===== src/rtl/weight_load_sched.sv =====
// Step sequencer for weight_store_3: walks the enabled layers and their phases, and holds load
// until the store reports valid. It then hands each weight word to the engine over w_valid/w_ack.
module weight_load_sched #(
    parameter int PH_L0    = 8,
    parameter int PH_L1    = 8,
    parameter int PH_L2    = 8,
    parameter int PH_L3    = 8,
    parameter int PH_AFF   = 8,
    parameter int MASK_CYC = 2,
    parameter int TIMEOUT  = 15,
    parameter logic [3:0] CS_L0  = 4'd0,
    parameter logic [3:0] CS_L1  = 4'd1,
    parameter logic [3:0] CS_L2  = 4'd2,
    parameter logic [3:0] CS_L3  = 4'd3,
    parameter logic [3:0] CS_AFF = 4'd4
) (
    input  logic       clk,
    input  logic       rst_n,
    input  logic       start,
    input  logic       abort,
    input  logic [4:0] layer_mask,
    input  logic       st_valid,
    input  logic       w_ack,
    output logic       load,
    output logic [3:0] cs,
    output logic [2:0] phase,
    output logic       w_valid,
    output logic       busy,
    output logic       done,
    output logic       err
);

    typedef enum logic [2:0] {
        S_IDLE = 3'd0,
        S_LOAD = 3'd1,
        S_HOLD = 3'd2,
        S_GAP  = 3'd3,
        S_DONE = 3'd4,
        S_ERR  = 3'd5
    } state_t;

    localparam logic [4:0] MASK_C  = MASK_CYC[4:0];
    localparam logic [4:0] TO_C    = TIMEOUT[4:0];
    localparam logic [2:0] LAST_L0 = 3'(PH_L0 - 1);
    localparam logic [2:0] LAST_L1 = 3'(PH_L1 - 1);
    localparam logic [2:0] LAST_L2 = 3'(PH_L2 - 1);
    localparam logic [2:0] LAST_L3 = 3'(PH_L3 - 1);
    localparam logic [2:0] LAST_AF = 3'(PH_AFF - 1);

    state_t     state_r, state_s;
    logic [2:0] lyr_r, lyr_s;
    logic [2:0] phase_r, phase_s;
    logic [4:0] cnt_r, cnt_s;
    logic [4:0] mask_r, mask_s;
    logic       err_r, err_s;
    logic [3:0] nxt_s;
    logic       load_r, w_valid_r, busy_r, done_r;
    logic [3:0] cs_r;

    // Lowest enabled layer index >= from; bit 3 flags that one exists.
    function automatic logic [3:0] next_layer(input logic [4:0] mask, input logic [2:0] from);
        logic [3:0] res;
        res = 4'd0;
        for (int i = 4; i >= 0; i--) begin
            res = (mask[i] && (3'(i) >= from)) ? {1'b1, 3'(i)} : res;
        end
        return res;
    endfunction

    function automatic logic [2:0] last_phase(input logic [2:0] idx);
        logic [2:0] res;
        case (idx)
            3'd0:    res = LAST_L0;
            3'd1:    res = LAST_L1;
            3'd2:    res = LAST_L2;
            3'd3:    res = LAST_L3;
            3'd4:    res = LAST_AF;
            default: res = 3'd0;
        endcase
        return res;
    endfunction

    function automatic logic [3:0] cs_code(input logic [2:0] idx);
        logic [3:0] res;
        case (idx)
            3'd0:    res = CS_L0;
            3'd1:    res = CS_L1;
            3'd2:    res = CS_L2;
            3'd3:    res = CS_L3;
            3'd4:    res = CS_AFF;
            default: res = CS_L0;
        endcase
        return res;
    endfunction

    // Next-state and step bookkeeping; abort overrides every state.
    always_comb begin
        state_s = state_r;
        lyr_s   = lyr_r;
        phase_s = phase_r;
        cnt_s   = cnt_r;
        mask_s  = mask_r;
        err_s   = err_r;
        nxt_s   = 4'd0;
        if (abort) begin
            state_s = S_IDLE;
            lyr_s   = 3'd0;
            phase_s = 3'd0;
            cnt_s   = 5'd0;
        end else begin
            case (state_r)
                S_IDLE, S_ERR: begin
                    if (start) begin
                        mask_s  = layer_mask;
                        err_s   = 1'b0;
                        nxt_s   = next_layer(layer_mask, 3'd0);
                        phase_s = 3'd0;
                        cnt_s   = 5'd0;
                        if (nxt_s[3]) begin
                            lyr_s   = nxt_s[2:0];
                            state_s = S_LOAD;
                        end else begin
                            lyr_s   = 3'd0;
                            state_s = S_DONE;
                        end
                    end else begin
                        state_s = state_r;
                    end
                end
                S_LOAD: begin
                    // Early valids may be left over from the previous step, so they are ignored.
                    if (st_valid && (cnt_r >= MASK_C)) begin
                        state_s = S_HOLD;
                    end else if (cnt_r == TO_C) begin
                        state_s = S_ERR;
                        err_s   = 1'b1;
                    end else begin
                        cnt_s = cnt_r + 5'd1;
                    end
                end
                S_HOLD: begin
                    if (w_ack) begin
                        state_s = S_GAP;
                    end else begin
                        state_s = S_HOLD;
                    end
                end
                S_GAP: begin
                    cnt_s = 5'd0;
                    if (phase_r != last_phase(lyr_r)) begin
                        phase_s = phase_r + 3'd1;
                        state_s = S_LOAD;
                    end else begin
                        nxt_s   = next_layer(mask_r, lyr_r + 3'd1);
                        phase_s = 3'd0;
                        if (nxt_s[3]) begin
                            lyr_s   = nxt_s[2:0];
                            state_s = S_LOAD;
                        end else begin
                            lyr_s   = 3'd0;
                            state_s = S_DONE;
                        end
                    end
                end
                S_DONE: begin
                    state_s = S_IDLE;
                end
                default: begin
                    state_s = S_IDLE;
                end
            endcase
        end
    end

    // State, step registers and outputs, all derived from the next state so outputs are registered.
    always_ff @(posedge clk or negedge rst_n) begin
        if (!rst_n) begin
            state_r   <= S_IDLE;
            lyr_r     <= 3'd0;
            phase_r   <= 3'd0;
            cnt_r     <= 5'd0;
            mask_r    <= 5'd0;
            err_r     <= 1'b0;
            load_r    <= 1'b0;
            w_valid_r <= 1'b0;
            busy_r    <= 1'b0;
            done_r    <= 1'b0;
            cs_r      <= CS_L0;
        end else begin
            state_r   <= state_s;
            lyr_r     <= lyr_s;
            phase_r   <= phase_s;
            cnt_r     <= cnt_s;
            mask_r    <= mask_s;
            err_r     <= err_s;
            load_r    <= (state_s == S_LOAD) || (state_s == S_HOLD);
            w_valid_r <= (state_s == S_HOLD);
            busy_r    <= (state_s != S_IDLE) && (state_s != S_ERR);
            done_r    <= (state_s == S_DONE);
            cs_r      <= cs_code(lyr_s);
        end
    end

    assign load    = load_r;
    assign cs      = cs_r;
    assign phase   = phase_r;
    assign w_valid = w_valid_r;
    assign busy    = busy_r;
    assign done    = done_r;
    assign err     = err_r;

endmodule


===== config.mk =====
export PLATFORM = sky130hd
export DESIGN_NAME = weight_load_sched
export DESIGN_NICKNAME = d
export VERILOG_FILES = /design/src/rtl/weight_load_sched.sv
export SDC_FILE = /design/constraint.sdc
export NUM_CORES = 1
export LEC_CHECK = 0
export ABC_CLOCK_PERIOD_IN_PS = 2800
export BUFFER_PORTS_ARGS = -buffer_cell sky130_fd_sc_hd__buf_2
export CORE_MARGIN = 5
export CORE_UTILIZATION = 51
export CTS_BUF_LIST = sky130_fd_sc_hd__clkbuf_8 sky130_fd_sc_hd__clkbuf_16
export DETAILED_ROUTE_END_ITERATION = 7
export MAX_ROUTING_LAYER = met4
export PLACE_DENSITY_LB_ADDON = 0.25
export REMOVE_ABC_BUFFERS = 1
export SLEW_MARGIN = 30
export SYNTH_ARGS = -nofsm -noshare
export SYNTH_HDL_FRONTEND = slang
export SYNTH_SLANG_ARGS = --single-unit

===== constraint.sdc =====
create_clock -name clk -period 2.8 [get_ports clk]
set_input_delay 0.28 -clock clk [delete_from_list [all_inputs] [get_ports clk]]
set_output_delay 0.28 -clock clk [all_outputs]
set_load 0.005 [all_outputs]

## Word-level counts from Yosys, hierarchy flattened

Index checks and enable logic that the tools add are counted.

- Divide/modulo/power cells: 0
- Order comparisons: 6
- $mul: 0
- Bitwise logic cells: 1
- Equality and inequality tests: 24
- Multiplexer cells: 42
- Reduce and logical (&&, ||, !) cells: 20
- Shift-type cells: 0
- Add/subtract/negate cells: 3

Operator list:

| cell | number |
|---|---|
| $mux 3 | 18 |
| $mux 4 | 10 |
| $pmux 3 s4 | 2 |
| $eq 3x2->1 const B | 7 |
| $mux 5 | 4 |
| $pmux 5 s3 | 1 |
| $eq 3x1->1 const B | 4 |
| $eq 3x3->1 const B | 4 |
| $ne 3x3->1 const B | 4 |
| $pmux 3 s2 | 2 |
| $logic_and 1x1->1 | 7 |
| $add 3x1->3 const B | 2 |
| $ge 1x3->1 const A | 2 |
| $ge 2x3->1 const A | 2 |
| $logic_not 3->1 | 2 |
| $ne 2x2->1 const B | 3 |
| $reduce_bool 3->1 | 2 |
| $add 5x1->5 const B | 1 |
| $eq 5x4->1 const B | 1 |
| $ge 5x2->1 const B | 1 |
| $reduce_and 5->1 | 1 |
| $reduce_or 5->1 | 1 |
| $mux 1 | 4 |
| $reduce_and 4->1 | 1 |
| other kinds (10) | 10 |

- Word-level logic and storage cells: 107
- Latch bits: 0
- Output and inout port bits: 12
- RAM bits: 0
- Bits of input ports: 11
- ROM bits: 0
- Register bits: 28
- Memories: 0

## Longest topological paths before layout

Gate-level depths: netlist of the first run.

- Depth after elaboration: 14
- Gate-level depth with buffers: 8
- Gate-level depth less buffers: 8

## Worst setup path after synthesis of the first run

No wires, ideal clock.

- Path type: reg-to-reg
- From: register lyr_r[0]
- To: register cs_r[2], in the netlist cs[2]
- Slack: 0.468 ns
- Required time: 2.733 ns
- Path buffers: 0
- Setup time: 0.067 ns
- Data arrival time: 2.265 ns
- Clock period less this slack: 2.332 ns
- Cell stages (with the launch flop): 9
- Cells stage by stage: dfrtp_1 -> inv_1 -> ha_1 -> nor4_1 -> o21ai_0 -> a211oi_2 -> nand3b_1 -> a311oi_2 -> and3_1

- Word-level cells in the longest chain between the ends: 14
- Elaborated cells between the ends (all ways): 36
- Classes of those cells: add/sub: 1; order compare: 5; eq/ne: 9; mux: 14; reduce/logical: 7

Ends and longest elaborated chain:

| element | RTL line | text |
|---|---|---|
| start: declaration | 51 | `logic [2:0] lyr_r, lyr_s;` |
| start signal: assignment | 191 | `lyr_r <= lyr_s;` |
| $add 3x1->3 | 154 | `nxt_s = next_layer(mask_r, lyr_r + 3'd1);` |
| $ge 3x3->1 | 65 | `res = (mask[i] && (3'(i) >= from)) ? {1'b1, 3'(i)} : res;` |
| $logic_and 1x1->1 | 65 |  |
| $mux 4 (5 in series) | 65 |  |
| $mux 3 | 156 | `if (nxt_s[3]) begin` |
| $mux 3 * | 150 | `if (phase_r != last_phase(lyr_r)) begin` |
| $pmux 3 s2 * | 111 | `case (state_r)` |
| $mux 3 * | 105 | `if (abort) begin` |
| via lyr_s[2] | 51 |  |
| $eq 3x3->1, or another cell as far along | 85 | `case (idx)` |
| $pmux 3 s4 * | 85 |  |
| end signal: assignment | 200 | `cs_r <= cs_code(lyr_s);` |
| end: declaration | 58 | `logic [3:0] cs_r;` |

Mark *: on every way through the listed nets, which the timed path passes. The rest lies on a longest branch. The select of a mux whose other input is x is not followed.
A chain may end at the register's enable or synchronous reset.

## Final worst setup path of the first run

- From: register lyr_r[1]
- To: register cs_r[2], in the netlist cs[2]

Same word-level chain as after synthesis.

==> results of run 1 <==
-- metrics by stage --
step	util	cells	total power [mW]
floorplan	-	196	0.672
detailed placement	0.582	265	0.774
global route	0.596	269	1.07
finish	0.596	269	1.00
CTS	0.596	269	1.01
global placement	0.582	265	0.769
-- cell type report --
class                   instances  share of cell area
clock buffers                   3              0.0203
clock inverters                 1             0.00369
inverters                      11              0.0203
multi-input cells             158               0.537
flip-flops and latches         27               0.332
well taps                      46              0.0283
repair buffers                 23              0.0590
-- metal layers --
metal	part of all wire	GRT usage	wire length, um	vias up
met3	0.036	0.0273	148	4
met1	0.50	0.263	2060	714
met5	0	-	0	-
met4	0.0091	0.0383	37	0
met2	0.45	0.263	1840	32
li1	-	-	-	778
-- report_power, final --
part	switching [mW]	leakage [nW]	internal (mW)	total, mW
registers	0.0468	0.358	0.431	0.477
logic	0.157	0.547	0.134	0.291
clock network	0.133	0.0217	0.101	0.235
total	0.337	0.927	0.666	1.00
-- cell usage after synthesis (2+ instances only) --
library cell	count	area [um^2]
a21oi_1	17	85.1
nor2_1	17	63.8
nor2b_1	7	43.8
nand2_1	8	30.0
nor3_1	6	30.0
xor2_1	3	26.3
nand2b_1	8	50.1
nand3b_1	4	30.0
or2_2	2	12.5
clkbuf_1	2	7.51
a211oi_1	2	15.0
a31oi_1	4	25.0
a21o_1	3	22.5
buf_2	2	10.0
or4_1	3	22.5
o21ai_0	12	60.1
dfrtp_1	27	676
mux2i_1	2	20.0
ha_1	10	125
or3b_2	2	17.5
xnor2_1	2	17.5
o41ai_1	2	17.5
mux2_2	5	56.3
o211ai_1	2	15.0
inv_1	11	41.3
nand3_1	5	25.0
and3_1	3	18.8
o2bb2ai_1	2	17.5
or3_2	2	15.0
-- logic make-up after synthesis --
group | Yosys count | synth area share
AOI/OAI and AO/OA | 58 | 0.218
other | 1 | 0.00203
DFF | 27 | 0.366
adders and majority gates | 10 | 0.0678
and+or+nand+nor | 77 | 0.239
muxes | 7 | 0.0413
xor gates and xnor gates | 5 | 0.0237
buffers and inverters | 17 | 0.0420
-- state kept, by name, indices dropped and copies added (netlist names), 3 cells and up --
name	cells
cnt_r	5
cs	3
lyr_r	3
mask_r	5
phase	3
state_r	3
-- layout by cell type, fill, tap and decap left out, types with 2 or more instances in the layout --
master	instances
xor2_1	3
nand2_1	8
o21ai_0	12
nor2_1	17
dfrtp_1	27
mux2i_1	2
nand3_1	5
a31oi_1	4
or2_2	2
nor2b_1	7
inv_1	11
a21oi_1	17
nand2b_1	8
clkbuf_8	3
buf_4	2
o2bb2ai_1	2
or3_2	2
a21o_1	3
nand3b_1	4
a211oi_1	2
buf_2	21
o41ai_1	2
mux2_2	5
or4_1	3
or3b_2	2
o211ai_1	2
xnor2_1	2
ha_1	10
and3_1	3
nor3_1	6
-- critical path, stage by stage, from the launching register on --
cell,delay [ps]
dfrtp_1,440
inv_1,100
ha_1,230
nor4_1,340
o21ai_0,280
a211oi_2,350
nand3b_1,130
a311oi_2,400
and3_1,210
-- worst paths after layout --
| path | start | end | slack (ps) | cells after the start |
|---|---|---|---|---|
| min in group clk | layer_mask[3] | mask_r[3] | 280 | 2 |
| max | lyr_r[1] | cs[2] | 260 | 8 |
| min | rst_n | state_r[1] | -5 | 1 |
| min reg2reg | err | err | 520 | 2 |
| max in group asynchronous | rst_n | mask_r[4] | 2420 | 1 |
| max reg2reg | lyr_r[1] | cs[2] | 260 | 8 |
==> run summary, run 1 <==
Across every metal layer, demand over resource in global routing totals 0.180. The worst hold path belongs to the class in2async. The initial antenna violation count came to 0. The count of H-tree levels built during CTS is 1. The cell count after synthesis came out at 202. STA classifies the critical path endpoint as a register. The max-cap violation count came out at 0. The cell area after synthesis is 1850 um^2.

Setup repair after global routing left no endpoint under its margin. The maximum count of clock buffers along a single path came out at 2. The count of routing violations after the opening detailed-route iteration came out at 90. The width of the chip came out at 70.2 um.

The relative max-transition margin is 0.601. The number of post-CTS setup repair buffers came out at 0. The final instance area is 2040 um^2. The weighted congestion at the end of routability-driven global placement came out at 0.844. The footprint of the flip-flops and latches came out at 676 um^2. Across all setup checks in the final design, the least slack found is 265 ps. The clock-pin slew on the worst setup and hold paths came out at 100 ps. Setup violations remaining at the end of the flow were counted as 0.

The detailed-routing iteration count for the pre-antenna-repair pass is 4. The count of inserted antenna diode cells is 0. The global-route congestion overflow total is 0. The number of rows created at floorplan came out at 21.

The number of buffers inserted during clock tree synthesis came out at 3. The count of cell types in the netlist is 56. Summed over all cells, the static leakage comes to 0.927 nW. Gates resized during post-CTS repair numbered 0. OpenSTA, run right after detailed placement, puts the worst setup slack at 314 ps. The die is 70.2 um tall. The checks that failed: negative hold slack. The ratio of routed vias to standard cells came out at 5.68. The clock root buffer is clkbuf_8.

In the synthesized netlist the dominant register cell turns out to be dfrtp_1. The final total negative setup slack came out at 0 ps. The initial standard-cell utilization of the core came out at 0.541. The post-synthesis average cell area is 9.14 um^2. The highest achievable clock rate is 394 MHz. The smallest clock period supported by the final layout is computed as 2540 ps. In the final layout, the multi-input gates occupy 1090 um^2. The hold slack is -5.32 ps. For this run, design rule violations remaining after detail routing come to 0. The flow ran to the end, but the final reports show violations. The register bit total from synthesis is 27.

Yosys mapped a number of flops with a built-in enable equal to 0. The top-level port count came out at 23. Dividing the final minimum period by the clock period gives 0.905. The number of global-route vias before repair is 1417. The proportion of register bits with asynchronous set or reset after synthesis is 1.00. The first-pass GRT wire length came out at 7090 um. The transition time at the pin with the least slew margin came out at 599 ps. TritonCTS built the clock tree. The post-place instance area came out at 1990 um^2. In the final layout, the share of cells above drive strength 1 is 0.206.

The die covers 4920 um^2. The final HPWL from detailed placement came out at 3050 um. Dividing the detail-routed wire length by the instance count gives 15.2 um. The critical path arrival is 2760 ps. The number of buffers added to fix hold violations after cts is 0. The portion of the post-synthesis area used by sequential elements came out at 0.366. The total count of max-transition violations in the final report was 0.

The core region area is 3420 um^2. Once detail routing completed, the nets flagged for antenna violations numbered 0. STA puts the critical path data required time at 3030 ps.

Across all layers, the routed design uses 1528 vias. The total wire length is 4080 um. The final clock skew is 5.91 ps.

The Yosys step of the flow raised 0 warnings. The number of buffer cells added on primary ports is 21. The power per cell area came out at 492 nW/um^2.

The number of filler instances in the final layout came out at 313. The critical path class is reg2reg. The worst IR drop on VDD is 0.274 mV. The number of failing hold endpoints at the final stage came out at 26.

The number of clock sinks came out at 27. The critical-path maximum fanout is 6. The worst setup path is launched from a register. The signed area change from the synthesized netlist to the final layout came out at 10.3%. The latest clock arrival within the worst-skew pair is 280 ps. Entering global routing, the biggest net connects 28 pins.

The net total in the final layout is 245.
Note: power is estimated with default switching activity, not from simulation.
==> run 2: changes to the inputs <==
--- a/config.mk
+++ b/config.mk
@@ -8,7 +8,7 @@
 export ABC_CLOCK_PERIOD_IN_PS = 2800
 export BUFFER_PORTS_ARGS = -buffer_cell sky130_fd_sc_hd__buf_2
 export CORE_MARGIN = 5
-export CORE_UTILIZATION = 51
+export CORE_UTILIZATION = 40
 export CTS_BUF_LIST = sky130_fd_sc_hd__clkbuf_8 sky130_fd_sc_hd__clkbuf_16
 export DETAILED_ROUTE_END_ITERATION = 7
 export MAX_ROUTING_LAYER = met4
==> run 2 against run 1 <==
The run still ends with negative hold slack left; highest routed layer unchanged; combinational power grew 2%; register-to-register slack about the same; clock skew is 1.1 ps lower; worst setup slack improved by 13 ps; maximum frequency grew 0.51%; core utilization fell by 13 points; sequential share of layout area decreased by 0.36 points; hold slack about the same; largest power group unchanged; count of clock-buffer cells in the layout did not move; clock power barely moved; routed wire length up 0.93%; final cell count grew 3.0%.
==> run summary, run 2 (synthesized netlist as in run 1, its figures left out) <==
The net total in the final layout came out at 247 (was 245). Violations in the final reports: negative hold slack (unchanged). The global-route congestion overflow total is 0 (unchanged). The post-place instance area came out at 2010 um^2 (was 1990 um^2). The pre-CTS worst setup slack came out at 304 ps (was 314 ps). The routed via count came out at 1537 (was 1528). The number of post-CTS setup repair buffers was 0 (unchanged). The overall die height is 77.9 um (was 70.2 um). The number of cells upsized or downsized after cts is 0 (unchanged). The core region area came out at 4410 um^2 (was 3420 um^2). Run status: finished with violations (unchanged). The non-filler instance count after layout was 277 (was 269). The final instance area is 2060 um^2 (was 2040 um^2).

The number of failing hold endpoints at the final stage came out at 26 (unchanged). The internal power came out at 0.669 mW (was 0.666 mW). The detailed-routing iteration count for the pre-antenna-repair pass came out at 4 (unchanged). The ratio of final minimum period to clock period is 0.901 (was 0.905). The count of routing violations after the opening detailed-route iteration was 78 (was 90).

The latest clock arrival within the worst-skew pair is 280 ps (about the same). RSZ-0062 raised after global routing: false (unchanged). The worst endpoint required time is 3030 ps (about the same). The total power draw is 1.00 mW (about the same). The clock-pin slew on the worst setup and hold paths came out at 100 ps (about the same). The clock root buffer is clkbuf_8 (unchanged).

The final worst setup slack is 278 ps (was 265 ps). The worst-case register-to-register setup slack came out at 280 ps (was 260 ps). The time the final worst path needs with I/O delays and setup came to 2520 ps (was 2540 ps). The final total negative setup slack is 0 ps (unchanged).

The power per cell area came out at 486 nW/um^2 (was 492 nW/um^2). The top-level port count came to 23 (unchanged). The share of layout cells above drive strength 1 is 0.213 (was 0.206). The total count of max-transition violations in the final report is 0 (unchanged). The switching power summed over all nets came out at 0.333 mW (was 0.337 mW).

The cell depth of the worst flop-to-flop path came to 8 (unchanged). The final HPWL from detailed placement is 3120 um (was 3050 um). The critical-path maximum fanout is 6 (unchanged). The critical path startpoint category is a register (unchanged). The CTS tree is done (unchanged). The initial antenna violation count was 0 (unchanged). The critical path class is reg2reg (unchanged). The max-cap violation count came out at 0 (unchanged). The critical path startpoint is lyr_r[1] (unchanged). The class of the tightest hold or removal check is in2async (unchanged).

The number of clock sinks came out at 27 (unchanged). The maximum count of clock buffers along a single path was 2 (unchanged). The reg-to-reg critical path endpoint is cs[2] (unchanged). The final clock skew came to 4.83 ps (was 5.91 ps).

The total track usage came out at 0.151 (was 0.180). The routed wirelength normalized by instance count is 14.9 um (was 15.2 um). The initial standard-cell utilization of the core came to 0.418 (was 0.541). Commonest cells after routing, fill and taps aside: dfrtp_1, buf_2, nor2_1, a21oi_1, o21ai_0 (unchanged).

The hold slack came to -5.64 ps (was -5.32 ps). The first-pass GRT wire length is 7390 um (was 7090 um). The width of the chip is 77.9 um (was 70.2 um). The transition time at the pin with the least slew margin is 608 ps (was 599 ps).

The number of filler instances in the final layout was 429 (was 313). The clock power share came out at 0.233 (was 0.234). The instance count after placement with tap cells included is 273 (was 265). The static leakage came to 0.938 nW (was 0.927 nW).

The footprint of the multi-input gates is 1090 um^2 (unchanged). The number of buffers added to fix hold violations after cts came to 0 (unchanged). The number of buffers inserted during clock tree synthesis is 3 (unchanged). The number of rows created at floorplan came to 24 (was 21).

The die area was 6080 um^2 (was 4920 um^2). The count of inserted antenna diode cells came to 0 (unchanged). The ratio of routed vias to standard cells was 5.55 (was 5.68). The highest achievable clock rate came out at 396 MHz (was 394 MHz). The sequential fraction of design power came out at 0.471 (was 0.476). The start of the worst register-to-register path is lyr_r[1] (unchanged). The total wire length is 4120 um (was 4080 um). The part of the total power dissipated in combinational logic was 0.296 (was 0.290).

The count of H-tree levels built during CTS came out at 1 (unchanged). The critical path arrival is 2750 ps (was 2760 ps). The footprint of the flip-flops and latches came out at 676 um^2 (unchanged).

The final routed DRC violation total was 0 (unchanged). Largest regs: cnt_r: 5 flops, mask_r: 5 flops (unchanged). The type of destination of the critical path is a register (unchanged).

The worst IR drop on VDD is 0.335 mV (was 0.274 mV). The number of buffer cells added on primary ports came out at 21 (unchanged). The number of nets with antenna violations after detailed routing came out at 0 (unchanged). The signed area change from the synthesized netlist to the final layout came out at 11.5% (was 10.3%). The relative max-transition margin came out at 0.594 (was 0.601). The switching part of the total power came out at 0.332 (was 0.336). The number of endpoints failing setup at the final stage is 0 (unchanged). The most frequent standard cell in the layout excluding fill and tap cells was dfrtp_1 (unchanged). The maximum number of pins on one net before global-route repair came to 28 (unchanged).

The number of global-route vias before repair came out at 1547 (was 1417). The weighted congestion at the end of routability-driven global placement came out at 0.876 (was 0.844).
run 2: how the worst max path moves through the flow:
stage / to / slack (ps) / cells past startpoint
after global routing: load / 2 / 9
final: cs[2] / 280 / 8
after floorplan: cs[2] / 470 / 8
after detailed placement: cs[2] / 300 / 8
after global placement: cs[2] / 330 / 8
after CTS: cs[2] / 270 / 8
run 2: layout make-up:
class                           instances  share of cell area
Clock buffer                            3              0.0200
Clock inverter                          1             0.00365
Inverter                               11              0.0200
Multi-Input combinational cell        158               0.531
Sequential cell                        27               0.328
Tap cell                               52              0.0316
Timing Repair Buffer                   25              0.0656
run 2: critical path, cell delays in order, from the launching register on:
cell and delay [ps]:
dfrtp_1 440, inv_1 100, ha_1 220, nor4_1 350, o21ai_0 280, a211oi_2 340, nand3b_1 120, a311oi_2 410
and3_1 210
run 2: through the flow:
step	hold slack, ps	utilization
final	-5.64	0.467
after global routing	49.8	0.467
after detailed placement	335	0.455
after global placement	323	0.455
after CTS	27.0	0.467
after floorplan	-15.6	-
run 2: layer usage:
layer / share of wire / vias up / GRT usage
met5: 0 / - / -
met4: 0.011 / 0 / 0.0372
met3: 0.029 / 4 / 0.0255
met2: 0.47 / 18 / 0.233
met1: 0.49 / 739 / 0.208
li1: - / 776 / -
run 2: power groups by stage:
| stage | registers (mW) | logic (mW) | clock network [mW] |
|---|---|---|---|
| 3_5_place_dp | 0.480 | 0.297 | 0 |
| 4_1_cts | 0.473 | 0.300 | 0.242 |
| 3_3_place_gp | 0.480 | 0.294 | 0 |
| 2_1_floorplan | 0.474 | 0.199 | 0 |
| 5_1_grt | 0.480 | 0.339 | 0.267 |
| 6_report | 0.472 | 0.296 | 0.233 |
==> run 3: changes to the inputs <==
--- a/config.mk
+++ b/config.mk
@@ -5,7 +5,7 @@
 export SDC_FILE = /design/constraint.sdc
 export NUM_CORES = 1
 export LEC_CHECK = 0
-export ABC_CLOCK_PERIOD_IN_PS = 2800
+export ABC_CLOCK_PERIOD_IN_PS = 2020
 export BUFFER_PORTS_ARGS = -buffer_cell sky130_fd_sc_hd__buf_2
 export CORE_MARGIN = 5
 export CORE_UTILIZATION = 40
==> constraint.sdc (replaced) <==
create_clock -name clk -period 2.02 [get_ports clk]
set_input_delay 0.202 -clock clk [delete_from_list [all_inputs] [get_ports clk]]
set_output_delay 0.202 -clock clk [all_outputs]
set_load 0.01 [all_outputs]
==> run 3 against run 2 <==
Flip-flop and latch count stayed put; total power up 66%; non-clock buffer count grew 48; global-route usage increased by 2.2 points; register-to-register slack got worse by 450 ps; first-iteration DRC count grew 53%; the run ends with negative setup slack left; count of clock-buffer cells in the layout unchanged; largest power group is now combinational cells.
==> run summary, run 3 (synthesized netlist as in run 1, its figures left out) <==
The die area is 6080 um^2 (unchanged). The final worst setup slack is -173 ps (was 278 ps). The latest clock arrival within the worst-skew pair came out at 280 ps (about the same). Commonest cells after routing, fill and taps aside: buf_4, dfrtp_1, buf_2 (was dfrtp_1, buf_2, nor2_1, a21oi_1, o21ai_0). The critical path arrival came to 2370 ps (was 2750 ps).

The count of routing violations after the opening detailed-route iteration is 119 (was 78). The number of rows created at floorplan came out at 24 (unchanged). The worst-case register-to-register setup slack is -170 ps (was 280 ps). The number of endpoints failing setup at the final stage came out at 13 (was 0). The total track usage came out at 0.173 (was 0.151). The first-pass GRT wire length is 8390 um (was 7390 um). The reg-to-reg critical path endpoint is cs[2] (unchanged). The number of global-route vias before repair was 1732 (was 1547). The relative max-transition margin came out at 0.597 (was 0.594). The pre-CTS worst setup slack is -424 ps (was 304 ps).

The hold slack came out at 220 ps (was -5.64 ps). The weighted congestion at the end of routability-driven global placement is 0.935 (was 0.876). The number of clock sinks came out at 27 (unchanged). The maximum count of clock buffers along a single path was 2 (unchanged). The share of layout cells above drive strength 1 came out at 0.462 (was 0.213). The maximum cell stage delay along the critical path came out at 540 ps (was 440 ps). The maximum number of pins on one net before global-route repair came out at 28 (unchanged). Cell-by-cell listing of the critical path: ha_2 > or4_4 > nand3_4 > nand3_1 > buf_4 > o211ai_1 > a21oi_2 > and3_1 (was inv_1 > ha_1 > nor4_1 > o21ai_0 > a211oi_2 > nand3b_1 > a311oi_2 > and3_1).

The largest delay contributor family on the critical path is simple AND/OR/NAND/NOR gates (was compound AO/OA/AOI/OAI gates). The initial antenna violation count is 0 (unchanged). The initial standard-cell utilization of the core is 0.418 (unchanged). The overall die height is 77.9 um (unchanged). The class of the tightest hold or removal check was in2reg (was in2async).

The critical-path maximum fanout came to 6 (unchanged). The time the final worst path needs with I/O delays and setup came to 2190 ps (was 2520 ps). The number of failing hold endpoints at the final stage was 0 (was 26). The max-cap violation count came out at 0 (unchanged).

RSZ-0062 raised after global routing: true (was false). The number of buffer cells added on primary ports is 21 (unchanged). The clock root buffer is clkbuf_8 (unchanged). The routed wirelength normalized by instance count came out at 16.2 um (was 14.9 um). The count of H-tree levels built during CTS is 1 (unchanged). Violations in the final reports: negative setup slack (was negative hold slack). The final clock skew is 4.63 ps (was 4.83 ps). The final HPWL from detailed placement came out at 3530 um (was 3120 um). The total power draw came to 1.67 mW (was 1.00 mW). The worst IR drop on VDD is 0.380 mV (was 0.335 mV).

The worst hold path passes through 2 cells. The count of buffer and inverter cells on the critical path is 1 (unchanged). The critical path class is reg2reg (unchanged). The count of inserted antenna diode cells came out at 0 (unchanged).

The width of the chip is 77.9 um (unchanged). The static leakage is 1.23 nW (was 0.938 nW). The most frequent standard cell in the layout excluding fill and tap cells is buf_4 (was dfrtp_1). The total wire length was 5270 um (was 4120 um). The core region area came out at 4410 um^2 (unchanged).

The ratio of routed vias to standard cells was 5.49 (was 5.55). The highest achievable clock rate came out at 456 MHz (was 396 MHz). The number of nets with antenna violations after detailed routing is 0 (unchanged). The global-route congestion overflow total is 0 (unchanged). The worst endpoint required time came out at 2190 ps (was 3030 ps). The startpoint identified for the worst hold timing path is layer_mask[4]. The signed area change from the synthesized netlist to the final layout is 45.7% (was 11.5%). Run status: finished with violations (unchanged). The path with the worst hold slack has its endpoint at mask_r[4]. The cell type of the slowest stage on the worst timing path is or4_4 (was dfrtp_1). The clock-pin slew on the worst setup and hold paths is 90 ps (was 100 ps). The net total in the final layout is 295 (was 247). The number of buffers inserted during clock tree synthesis was 3 (unchanged). The final routed DRC violation total came out at 0 (unchanged).

The detailed-routing iteration count for the pre-antenna-repair pass is 4 (unchanged). The power per cell area came out at 620 nW/um^2 (was 486 nW/um^2). The type of destination of the critical path is a register (unchanged). The ratio of final minimum period to clock period is 1.09 (was 0.901).

Largest regs: cnt_r: 5 flops, mask_r: 5 flops (unchanged). The CTS tree is done (unchanged). The cell depth of the worst flop-to-flop path came to 8 (unchanged). The top-level port count is 23 (unchanged). The routed via count is 1783 (was 1537). The critical path startpoint category was a register (unchanged). The transition time at the pin with the least slew margin is 604 ps (was 608 ps). The total count of max-transition violations in the final report came to 0 (unchanged). The start of the worst register-to-register path is lyr_r[0] (was lyr_r[1]).
-- run 3: cell count changes in the layout (fill, tap and decap cells not counted), moves of 3 or more --
cell / change
ha_4: +3
buf_4: +40
a21oi_2: +5
o21ai_0: -3
ha_1: -5
buf_6: +7
a21oi_1: -5
-- run 3: area by class of cell --
type                    count  area [um^2]
clock buffers               3         41.3
clock inverters             1         3.75
fillers                   367         1720
inverters                  11         41.3
multi-input cells         158         1340
flip-flops and latches     27          677
well taps                  52         65.1
repair buffers             73          524
-- run 3: power breakdown --
group          leakage, nW  internal (mW)  switching [mW]  total, mW
Sequential           0.356          0.597          0.0541      0.651
Combinational        0.847          0.361           0.344      0.705
Clock               0.0269          0.137           0.174      0.310
Total                 1.23           1.09           0.572       1.67
-- run 3: stage by stage --
stage	instances	util	instance area, um^2	TNS [ps]
2_1_floorplan	196	-	1810	-2580
3_3_place_gp	310	0.518	2290	-2440
3_5_place_dp	310	0.518	2290	-3380
4_1_cts	320	0.569	2510	-1060
5_1_grt	325	0.609	2690	-2590
6_report	325	0.609	2690	-1160
-- run 3: how the worst max path moves through the flow --
stage,slack (ps),startpoint,cells after the start,end
after floorplan,-310,lyr_r[0],8,cs[2]
after global placement,-310,lyr_r[0],8,cs[2]
after detailed placement,-420,lyr_r[0],8,cs[2]
after CTS,-170,lyr_r[0],9,cs[2]
after global routing,-310,lyr_r[0],10,cs[2]
final,-170,lyr_r[0],8,cs[2]
-- run 3: layer usage --
metal,vias to the layer above,share of wire,GRT usage
li1,875,-,-
met1,862,0.45,0.227
met2,37,0.50,0.280
met3,9,0.031,0.0243
met4,0,0.014,0.0456
met5,-,0,-
-- run 3: repair_timing --
action	CTS	global route
hold endpoints to repair	27	0
gates resized for setup	32	26
setup endpoints to repair	15	18
hold buffers	1	0
pin swaps	20	17
buffers inserted	5	6
